===== src/rtl/joypad_pkg.sv =====
// Shared joypad constants: serial bit positions of each button and default timing values.
package joypad_pkg;
    localparam int BTN_A      = 0;
    localparam int BTN_B      = 1;
    localparam int BTN_SELECT = 2;
    localparam int BTN_START  = 3;
    localparam int BTN_UP     = 4;
    localparam int BTN_DOWN   = 5;
    localparam int BTN_LEFT   = 6;
    localparam int BTN_RIGHT  = 7;
    localparam int NUM_BTNS   = 8;

    localparam logic [15:0] DEBOUNCE_DEFAULT  = 16'd50000;
    localparam logic [23:0] TURBO_DIV_DEFAULT = 24'd350000;
endpackage


===== src/rtl/btn_debounce.sv =====
// One-bit debouncer: output follows the inverted raw pin after LIMIT+1 consecutive differing cycles.
// Latency LIMIT+1 cycles from a stable change; no backpressure.
module btn_debounce
    import joypad_pkg::*;
#(
    parameter int               CNT_W = 16,
    parameter logic [CNT_W-1:0] LIMIT = '1
) (
    input  logic clock,
    input  logic reset_n,
    input  logic raw_n_i,
    output logic btn_o
);
    logic [CNT_W-1:0] cnt_q, cnt_d;
    logic             btn_q, btn_d;

    always_comb begin
        cnt_d = '0;
        btn_d = btn_q;
        // Any cycle where the pin agrees with the accepted state restarts the count.
        if ((~raw_n_i) != btn_q) begin
            if (cnt_q == LIMIT) begin
                btn_d = ~raw_n_i;
            end else begin
                cnt_d = cnt_q + CNT_W'(1);
            end
        end
    end

    always_ff @(posedge clock or negedge reset_n) begin
        if (!reset_n) begin
            cnt_q <= '0;
            btn_q <= 1'b0;
        end else begin
            cnt_q <= cnt_d;
            btn_q <= btn_d;
        end
    end

    assign btn_o = btn_q;
endmodule


===== src/rtl/joypad_responder.sv =====
// Console-side joypad shift register with debounce and turbo on A/B.
// Pin edge to joy_data in at most 4 cycles; console drives timing, no backpressure.
module joypad_responder
    import joypad_pkg::*;
#(
    parameter logic [15:0] DEBOUNCE_CYCLES = DEBOUNCE_DEFAULT,
    parameter logic [23:0] TURBO_DIV       = TURBO_DIV_DEFAULT
) (
    input  logic       clock,
    input  logic       reset_n,
    input  logic [7:0] btn_n,
    input  logic [1:0] turbo_en,
    input  logic       joy_strobe,
    input  logic       joy_clock,
    output logic       joy_data,
    output logic [7:0] buttons,
    output logic [3:0] read_count,
    output logic       frame_read
);
    localparam int DB_W = (DEBOUNCE_CYCLES > 16'd1) ? $clog2(DEBOUNCE_CYCLES) : 1;
    localparam logic [DB_W-1:0] DB_LIMIT = DB_W'(DEBOUNCE_CYCLES - 16'd1);

    logic [1:0]  strb_q;
    logic [2:0]  jclk_q;
    logic [23:0] tcnt_q, tcnt_d;
    logic        phase_q, phase_d;
    logic [7:0]  sh_q, sh_d;
    logic [3:0]  cnt_q, cnt_d;
    logic        frame_q, frame_d;
    logic        data_q;
    logic [7:0]  eff;
    logic        strb_s;
    logic        jclk_rise;

    for (genvar i = 0; i < NUM_BTNS; i++) begin : g_db
        btn_debounce #(
            .CNT_W (DB_W),
            .LIMIT (DB_LIMIT)
        ) u_db (
            .clock   (clock),
            .reset_n (reset_n),
            .raw_n_i (btn_n[i]),
            .btn_o   (buttons[i])
        );
    end

    assign strb_s    = strb_q[1];
    assign jclk_rise = jclk_q[1] & ~jclk_q[2];

    always_comb begin
        tcnt_d  = tcnt_q + 24'd1;
        phase_d = phase_q;
        if (tcnt_q == TURBO_DIV - 24'd1) begin
            tcnt_d  = '0;
            phase_d = ~phase_q;
        end

        eff        = buttons;
        eff[BTN_A] = buttons[BTN_A] & (phase_q | ~turbo_en[0]);
        eff[BTN_B] = buttons[BTN_B] & (phase_q | ~turbo_en[1]);

        sh_d    = sh_q;
        cnt_d   = cnt_q;
        frame_d = 1'b0;
        // Strobe has priority so a clock edge coinciding with latch never shifts.
        if (strb_s) begin
            sh_d  = eff;
            cnt_d = '0;
        end else if (jclk_rise) begin
            sh_d    = {1'b1, sh_q[7:1]};
            frame_d = (cnt_q == 4'd7);
            if (cnt_q != 4'd8) begin
                cnt_d = cnt_q + 4'd1;
            end
        end
    end

    always_ff @(posedge clock or negedge reset_n) begin
        if (!reset_n) begin
            strb_q  <= '0;
            jclk_q  <= '0;
            tcnt_q  <= '0;
            phase_q <= 1'b0;
            sh_q    <= '0;
            cnt_q   <= '0;
            frame_q <= 1'b0;
            data_q  <= 1'b1;
        end else begin
            strb_q  <= {strb_q[0], joy_strobe};
            jclk_q  <= {jclk_q[1:0], joy_clock};
            tcnt_q  <= tcnt_d;
            phase_q <= phase_d;
            sh_q    <= sh_d;
            cnt_q   <= cnt_d;
            frame_q <= frame_d;
            data_q  <= ~sh_q[0];
        end
    end

    assign joy_data   = data_q;
    assign read_count = cnt_q;
    assign frame_read = frame_q;
endmodule

===== config.mk =====
export PLATFORM = sky130hd
export DESIGN_NAME = joypad_responder
export DESIGN_NICKNAME = d
export VERILOG_FILES = /design/src/rtl/joypad_pkg.sv /design/src/rtl/btn_debounce.sv /design/src/rtl/joypad_responder.sv
export SDC_FILE = /design/constraint.sdc
export NUM_CORES = 1
export LEC_CHECK = 0
export CAP_MARGIN = 20
export CORE_MARGIN = 3
export CORE_UTILIZATION = 55
export CTS_CLUSTER_SIZE = 14
export DETAILED_ROUTE_END_ITERATION = 16
export PLACE_DENSITY = 0.73
export SLEW_MARGIN = 20
export SYNTH_ARGS = -nofsm -noshare
export SYNTH_HDL_FRONTEND = slang
export SYNTH_SLANG_ARGS = --single-unit

===== constraint.sdc =====
create_clock -name clock -period 2.7 [get_ports clock]
set_clock_uncertainty 0.1 [all_clocks]
set_input_delay 0.27 -clock clock [delete_from_list [all_inputs] [get_ports clock]]
set_output_delay 0.27 -clock clock [all_outputs]
set_load 0.02 [all_outputs]

==> results.cfg <==
[outcome]
status = finished clean

[placed_design]
hpwlAfterDp_um = 11100
place.gp.congestion = 0.8671
place.port_buffers = 27

[synth]
synth_area_leaders = dfrtp_1, xnor2_1, nor2_1
yosysTopAreaCell = dfrtp_1
synth_cells = 873
ys_types = 48
synth_top_cell_area_share_pct = 51.54
syn-num-nets = 898
synth_edf_count = 0
synth_area_sq_mm = 0.008691
synth_seq_area_share_pct = 51.84
async_flop_share_pct = 100.0
ys_warn_count = 0
synth_ff_type = dfrtp_1
ys_ff_latch = 180
avgSynthCellArea_sq_um = 9.955

[layout]
final_common_cell = dfrtp_1
drive_gt1_share_pct = 5.882
syn2layout_area_growth_pct = 12.65
n_fill_cell = 1285
final_cell_mix = dfrtp_1, nor2_1, xnor2_1, nand3_1, nand2_1
n_antenna_cell = 0
final_nets = 930

[critical_path]
reg2reg_from = g_db[3].u_db.cnt_q[10]
reg2regPathDepth = 4
r2r_slack_ns = 0.44
worstPathMaxFanout = 16
crit_path_end_kind = register
worstSetupPathType = reg -> reg
cp.arrival_ns = 2.44
cp_data_required_time_ns = 2.88
crit_path_end = g_db[3].u_db.cnt_q[4]
critical_path.startpoint = g_db[3].u_db.cnt_q[10]
startpoint_type = register
crit-reg2reg-capture = g_db[3].u_db.cnt_q[4]

[flow_run]
cap_violations = 0

[timing]
maxSlewHeadroom_pct = 52.42
final_max_slew_viol_count = 0
totalNegativeSetupSlack_ns = 0
fin_crit_sh_pct = 83.55
hold_viol = 0
rsz0062_at_grt = false
clock.fmax_ghz = 0.4433
final-setup-viol-count = 0
worst_pin_slew_ns = 0.7138
period_needed_ns = 2.256

[floorplanning]
die_area_sq_mm = 0.01735
die_h_um = 131.7
pin_count = 28
core_area_sq_mm = 0.01531
start_util_pct = 56.75
rows = 45
die_x_um = 131.7

[global_routing]
gr-total-overflow = 0
grt_max_degree = 78
grt_first_pass_wirelength_um = 28840
grt.total_usage_pct = 19.96
antenna_found_initial = 0
grt_pass1_vias = 6102

[cts]
cts_tree = yes
hold_buffers = 1
h-tree-depth = 4
clock-sinks = 180
path_clk_slew_ns = 0.07
clockRootBuffer = clkbuf_16
clockBufferDepth = 2
numCtsBuffers = 17
clock_latency_ns = 0.42
cts_resized = 0
post_cts_buffers = 0

[route]
num_vias = 6134
antenna_left = 0
routed_wl_um = 16310
drtPass1Iterations = 4
avgRoutedWirePerCell_um = 14.44
via_per_inst = 5.433
drc = 0
drt_iter0_drc = 318

[worst_hold_path]
hp-class = in -> reg
min_delay_path_depth = 1

[pwr]
irDropWorstVdd_mv = 0.5309
leakagePower_nw = 3.951
p_total_mw = 5.543
pwr_density_cell_mw_per_mm2 = 566.1
how the worst min path moves through the flow:
stage	endpoint	slack, ns	from
floorplan	frame_read	-0.13	reset_n
global placement	g_db[3].u_db.cnt_q[7]	0.25	reset_n
detailed placement	g_db[3].u_db.cnt_q[7]	0.25	reset_n
CTS	strb_q[0]	0.17	joy_strobe
global route	strb_q[0]	0.17	joy_strobe
finish	strb_q[0]	0.19	joy_strobe
sequential cells by signal (all words and copies together), names as in the netlist:
signal / flops
strb_q: 2
tcnt_q: 24
sh_q: 8
joy_data: 1
jclk_q: 3
g_db.u_db.cnt_q: 128
phase_q: 1
frame_read: 1
read_count: 4
g_db.u_db.btn_o: 8
critical path, cell delays in order, from the launching register on:
cell     delay, ns
dfrtp_1       0.43
or4b_2        0.67
nor3_1        0.22
a41o_1        0.57
nor2_1        0.12
metrics by stage:
stage / setup WS [ns] / instances / hold WS, ns / area, sq um / utilization (%)
final: 0.4441 / 1129 / 0.1873 / 9791 / 63.93
after global routing: 0.1969 / 1129 / 0.1728 / 9791 / 63.93
after CTS: 0.4081 / 1129 / 0.1730 / 9791 / 63.93
after detailed placement: 0.4682 / 1096 / 0.2477 / 9161 / 59.82
after global placement: 0.5039 / 1096 / 0.2463 / 9161 / 59.82
after floorplan: 0.6634 / 873 / -0.1256 / 8691 / -
logic make-up after synthesis:
group | Yosys count | share of synthesized area (%)
AND/OR/NAND/NOR | 446 | 26.40
flip-flops | 180 | 51.84
buffers and inverters | 56 | 3.052
XOR/XNOR | 138 | 13.91
AO/OA/AOI/OAI | 34 | 2.289
adder cells (fa/ha/maj) | 11 | 1.584
multiplexers | 8 | 0.9214
per-layer routing:
| layer | GRT usage [%] | up-vias | share of wire (%) |
|---|---|---|---|
| met5 | 0 | - | 0 |
| met4 | 6.768 | 0 | 1.5 |
| met3 | 3.943 | 19 | 2.5 |
| met2 | 32.01 | 68 | 48 |
| met1 | 27.48 | 2977 | 48 |
| li1 | - | 3070 | - |
cell usage after synthesis, types with 2 or more instances:
| library cell | count |
|---|---|
| a211oi_1 | 2 |
| a21oi_1 | 11 |
| and2_1 | 3 |
| and3_1 | 15 |
| and3_2 | 2 |
| and4_1 | 3 |
| buf_4 | 12 |
| clkbuf_1 | 9 |
| dfrtp_1 | 179 |
| ha_1 | 11 |
| inv_1 | 32 |
| mux2i_1 | 8 |
| nand2_1 | 49 |
| nand3_1 | 60 |
| nand4_1 | 43 |
| nor2_1 | 156 |
| nor2b_1 | 3 |
| nor3_1 | 32 |
| nor4_1 | 34 |
| nor4b_1 | 2 |
| nor4bb_1 | 7 |
| o21ai_0 | 13 |
| o31ai_1 | 4 |
| o41ai_1 | 2 |
| or2_1 | 2 |
| or2_2 | 5 |
| or3_1 | 4 |
| or4_1 | 6 |
| or4b_1 | 4 |
| or4b_2 | 2 |
| or4bb_1 | 5 |
| xnor2_1 | 113 |
| xor2_1 | 25 |
cell type report:
cell class / instances / area [sq um] / area share (%)
clock inverters: 6 / 90.09 / 0.9201
well taps: 211 / 264.0 / 2.696
multi-input cells: 637 / 3920 / 40.04
repair buffers: 37 / 361.6 / 3.693
flip-flops and latches: 180 / 4506 / 46.02
clock buffers: 26 / 529.3 / 5.406
inverters: 32 / 120.1 / 1.227
report_power, final:
part / internal (mW) / switching [mW]
clock: 1.54 / 0.979
combinational: 0.0844 / 0.141
sequential: 2.75 / 0.0512
total: 4.37 / 1.17
(Power assumes the default switching activity.)
